`src/rtl/button_toggle.sv`:
```
// Debounced pushbutton front end: synchronises a raw button, filters bounce
// with a counter-driven FSM and emits one toggle strobe per accepted event.
module button_toggle #(
    parameter int DEBOUNCE_CYCLES   = 16,
    parameter bit TOGGLE_ON_RELEASE = 1'b0
) (
    input  logic clk,
    input  logic rst,
    input  logic btn,
    output logic toggle,
    output logic pressed
);

    localparam int CW = (DEBOUNCE_CYCLES > 1) ? $clog2(DEBOUNCE_CYCLES) : 1;
    localparam logic [CW-1:0] CNT_LAST = CW'(DEBOUNCE_CYCLES - 1);

    localparam logic [1:0] RELEASED    = 2'd0;
    localparam logic [1:0] PRESS_CHK   = 2'd1;
    localparam logic [1:0] PRESSED     = 2'd2;
    localparam logic [1:0] RELEASE_CHK = 2'd3;

    logic          s1;
    logic          btn_s;
    logic [1:0]    state;
    logic [CW-1:0] cnt;

    // btn is asynchronous to clk; only the second flop is trusted downstream.
    always_ff @(posedge clk or negedge rst) begin
        if (!rst) begin
            s1    <= 1'b0;
            btn_s <= 1'b0;
        end else begin
            s1    <= btn;
            btn_s <= s1;
        end
    end

    always_ff @(posedge clk or negedge rst) begin
        if (!rst) begin
            state   <= RELEASED;
            cnt     <= '0;
            toggle  <= 1'b0;
            pressed <= 1'b0;
        end else begin
            toggle <= 1'b0;
            case (state)
                RELEASED: begin
                    if (btn_s) begin
                        state <= PRESS_CHK;
                        cnt   <= '0;
                    end
                end
                PRESS_CHK: begin
                    if (!btn_s) begin
                        state <= RELEASED;
                        cnt   <= '0;
                    end else if (cnt == CNT_LAST) begin
                        state   <= PRESSED;
                        cnt     <= '0;
                        pressed <= 1'b1;
                        toggle  <= !TOGGLE_ON_RELEASE;
                    end else begin
                        cnt <= cnt + 1'b1;
                    end
                end
                PRESSED: begin
                    if (!btn_s) begin
                        state <= RELEASE_CHK;
                        cnt   <= '0;
                    end
                end
                RELEASE_CHK: begin
                    // A bounce back high is a glitch: pressed never dropped.
                    if (btn_s) begin
                        state <= PRESSED;
                        cnt   <= '0;
                    end else if (cnt == CNT_LAST) begin
                        state   <= RELEASED;
                        cnt     <= '0;
                        pressed <= 1'b0;
                        toggle  <= TOGGLE_ON_RELEASE;
                    end else begin
                        cnt <= cnt + 1'b1;
                    end
                end
                default: begin
                    state <= RELEASED;
                    cnt   <= '0;
                end
            endcase
        end
    end

endmodule

```
`config.mk`:
```
export PLATFORM = sky130hd
export DESIGN_NAME = button_toggle
export DESIGN_NICKNAME = d
export VERILOG_FILES = /design/src/rtl/button_toggle.sv
export SDC_FILE = /design/constraint.sdc
export NUM_CORES = 1
export LEC_CHECK = 0
export CAP_MARGIN = 20
export CORE_MARGIN = 3
export CORE_UTILIZATION = 30
export CTS_CLUSTER_DIAMETER = 200
export DETAILED_ROUTE_END_ITERATION = 7
export PLACE_DENSITY_LB_ADDON = 0.1
export REMOVE_ABC_BUFFERS = 1
export SYNTH_ARGS = -nofsm -noshare
export SYNTH_HDL_FRONTEND = slang
export SYNTH_SLANG_ARGS = --single-unit
```
`constraint.sdc`:
```
create_clock -name clk -period 1.5 [get_ports clk]
set_input_delay 0.3 -clock clk [delete_from_list [all_inputs] [get_ports clk]]
set_output_delay 0.3 -clock clk [all_outputs]
set_load 0.03 [all_outputs]
```
Word level (Yosys, flattened, before mapping)
Index checks and enable logic that the tools add are counted.
- input bits: 3
- logic and storage cells: 45
- bits in registers: 10
- output and inout bits: 2
- reductions and logical operators: 5
- equal/unequal tests: 12
- mux-type cells: 21
- $add $sub $neg: 1
- operators with widths (cell ; number):
    4-bit 2-to-1 mux ; 5
    4-bit one-hot mux with 4 select lines ; 1
    2-bit 2-to-1 mux ; 6
    2-bit inequality test, second input constant ; 6
    2-bit one-hot mux with 4 select lines ; 1
    1-bit 2-to-1 mux ; 7
    3-bit inequality test, second input constant ; 2
    5-bit AND reduction ; 1
    4-bit by 1-bit adder with 4-bit output, second input constant ; 1
    2-bit == test, second input constant ; 2
    4-bit == test, second input constant ; 1
    4-bit AND reduction ; 1
    2-bit by 1-bit == test with 1-bit output, second input constant ; 1
    2-bit logical NOT ; 1
    1-bit one-hot mux with 2 select lines ; 1
    2-bit AND reduction ; 1
    2-bit nonzero test ; 1

Depth between registers and ports, before layout
- word-level depth: 4
- mapped depth: 4
- gate-level depth less buffers: 4

Worst setup path after synthesis
No wires, ideal clock.
- path kind: reg-to-reg
- start: reg cnt[0]
- end: reg pressed
- slack: 351 ps
- required time: 1372 ps
- arrival: 1021 ps
- clock period less this slack: 1149 ps
- path buffers: 0
- library setup time: 128 ps
- stages on the path, launching flop included: 5
- path through: dfrtp_1 > ha_1 > and4_1 > a21oi_1 > a21oi_1
- word-level cells in the longest chain between the ends: 3
- elaborated cells on any way between the ends: 4
- those cells by class: eq/ne: 3; reduce/logical: 1
- ends and longest elaborated chain (element ; line ; source):
    from (decl) ; 25 ; logic [CW-1:0] cnt;
    from (signal assigned) ; 63 ; cnt <= cnt + 1'b1;
    from (signal assigned) ; 83 ; cnt <= cnt + 1'b1;
    4-bit == test * ; 57, 77 ;
    2-bit inequality test (no line) ; - ;
    5-bit AND reduction (no line) * ; - ;
    to (signal assigned) ; 43 ; pressed <= 1'b0;
    to (signal assigned) ; 60 ; pressed <= 1'b1;
    to (signal assigned) ; 80 ; pressed <= 1'b0;
    to (decl) ; 11 ; output logic pressed
Mark *: on every way between the ends. The rest lies on a longest branch, timed or not.
A chain may end at the register's enable or synchronous reset.

Final worst setup path
- start: reg pressed
- end: out pressed
No word-level cell between the ends.

==> impl_metrics.toml <==
[floorplanning]
core_area_sq_um = 1216
die_x_um = 43.77
rows = 12
num_io_pins = 5
start_util_pct = 35.19
die-area_sq_um = 1915
die_y_um = 43.77

[setup_path]
arrival_ps = 1000
path_buf_inv = 1
crit_path_start_kind = "flip-flop"
path_cells = "dlygate4sd2_1"
cp_slowest_cell = "dlygate4sd2_1"
crit_path_max_fanout = 3
cp.required_ps = 1200
critPathKind = "flip-flop to primary output"
max_stage_delay_ps = 410
ff2ff_setup_slack_ps = 250
endpoint_kind = "primary output"
cpLargestDelayFamily = "buffers and inverters"

[detailed_routing]
routedWlPerCell_um = 12.37
drc = 0
ant_nets = 0
first_pass_iters = 2
vias = 295
wl_um = 705
viasPerCell = 5.175
drt_iter0_markers = 10

[place]
placedCellCount = 54
dp_hpwl_um = 504
preCtsSetupSlack_ps = 179.1
io_buffers = 4
gp_congestion = 0.8051

[synthesis]
yosysWarnings = 0
synth_commonest_cells = "dfrtp_1 (10), nand2_1 (4), nor2_1 (4), a22o_1 (3)"
synth_ff_type = "dfrtp_1"
netlist.area_leader.share_pct = 58.48
synth.distinct_cells = 17
ys_ff_latch = 10
synth-edff-count = 0
seq_area_frac_synth_pct = 58.48
synth_most_common_cell = "dfrtp_1"
synthCells = 36
synthTopCellsByArea = "dfrtp_1 (58%), a22o_1 (6.1%), xnor2_1 (4.1%)"
synth_area_sq_um = 427.9
async_flop_share_pct = 100.0
yosys.area.top_type = "dfrtp_1"
avgSynthCellArea_sq_um = 11.89

[layout]
final_util_pct = 41.56
syn2layout_area_growth_pct = 18.13
nFillCells = 116
drive_gt1_share_pct = 9.302
layout.nets = 49
diodes = 0
finalNonFillerCells = 57

[clock_tree]
ctsResizeCount = 2
holdBufCountCts = 0
root_buffer = "clkbuf_4"
cts_setup_buffers = 0
cts.sinks = 10
insertion_delay_ps = 260
cts_buffers = 3
htreeDepth = 1
clk_pin_slew_worst_paths_ps = 60
cts_tree = "yes"
cts_buffer_depth = 2

[global_route]
antenna_found_initial = 0
overflow = 0
grt_pass1_vias = 293
grt_max_degree = 11
grtUsageTotal_pct = 9.314
grt_first_pass_wirelength_um = 1276

[power_and_ir_drop]
p_int_uw = 384.1
netSwitchingPower_uw = 104.5
clkPwrFrac_pct = 35.2
p_sw_share_pct = 21.39
irDropWorstVdd_uv = 570.2
p_seq_share_pct = 58.9
combPwrFrac_pct = 5.9
power.density_nw_per_um2 = 966.7
p_leak_uw = 0.0002528

[sta]
finalCritPeriodShare_pct = 86.54
fmaxAchievable_ghz = 0.7703
timing.final.ws_setup_ps = 201.9
setup_tns_ps = 0
worst_slew_pin_slew_ps = 453.7
setup_viol = 0
finalCriticalPeriod_ps = 1298
rsz0062_at_grt = "no"
drv_slew = 0
finalClockSkew_ps = 11.47
slew-limit-headroom_pct = 69.66
hold_violations = 0
holdWs_ps = 354.3

[min_path]
hp-class = "input port to async pin"

[run]
drv_cap = 0

[outcome]
status = "complete, no violations"
-- final timing paths --
check                                         start             endpoint  depth (start not counted)
worst max-delay path            pressed$_DFFE_PN0P_              pressed                          1
worst min-delay path                            rst   cnt[2]$_DFFE_PN0P_                          1
worst max register to register   cnt[0]$_DFFE_PN0P_  pressed$_DFFE_PN0P_                          4
worst min register to register         s1$_DFF_PN0_      btn_s$_DFF_PN0_                          0
max in group asynchronous                       rst      btn_s$_DFF_PN0_                          1
min in group clk                       s1$_DFF_PN0_      btn_s$_DFF_PN0_                          0
-- power by group through the flow --
stage / Clock [uW] / Combinational [uW] / Sequential, uW
2_1_floorplan: 0 / 15.5 / 290
3_3_place_gp: 0 / 27.9 / 292
3_5_place_dp: 0 / 28.5 / 292
4_1_cts: 182 / 29.1 / 287
5_1_grt: 202 / 33.6 / 289
6_report: 172 / 28.8 / 288
-- stage by stage --
stage	power, uW	instance area (sq um)
6_report	488.6	505.5
5_1_grt	525.0	505.5
4_1_cts	498.8	505.5
3_5_place_dp	320.9	485.5
3_3_place_gp	319.8	485.5
2_1_floorplan	305.9	427.9
-- registers in the layout, summed over array words and instances, names as in the netlist, named ones only --
register / flops
btn_s: 1
cnt: 4
pressed: 1
s1: 1
state: 1
toggle: 1
-- cell families (layout without fill, tap and decap cells) --
group	Yosys count	in the layout	share of synthesized area (%)
AND/OR/NAND/NOR	13	13	15.79
flip-flops	10	10	58.48
AO/OA/AOI/OAI	9	9	16.67
XOR/XNOR	3	3	6.141
adder cells (fa/ha/maj)	1	1	2.924
buffers and inverters	0	7	0
-- layer usage --
metal	wire length (um)	share of wire [%]	vias to the layer above	track usage [%]
li1	-	-	148	-
met1	369	52	139	12.66
met2	288	41	8	11.05
met3	48	6.8	0	7.469
met4	0	0	0	2.410
met5	0	0	-	0
-- placed cells by master (no fill, tap or decap) --
master	count
a2111oi_2	1
clkbuf_4	3
a211o_1	1
and2_1	1
clkdlybuf4s50_1	2
xnor2_1	2
o21ai_0	1
xor2_1	1
nand4_1	1
a22o_1	3
dlygate4sd2_1	2
a31oi_1	1
nand2_1	4
and4b_1	1
dfrtp_1	10
a21oi_1	2
ha_1	1
and4_1	1
nor2_1	4
and3_1	1
-- final cells by class --
cell class	count	area, sq um	share of cell area (%)
tap	14	17.52	3.465
sequential	10	250.2	49.50
timing repair buffer	4	37.54	7.426
clock buffer	3	22.52	4.455
multi-input combinational	26	177.7	35.15
(Power assumes the default switching activity.)
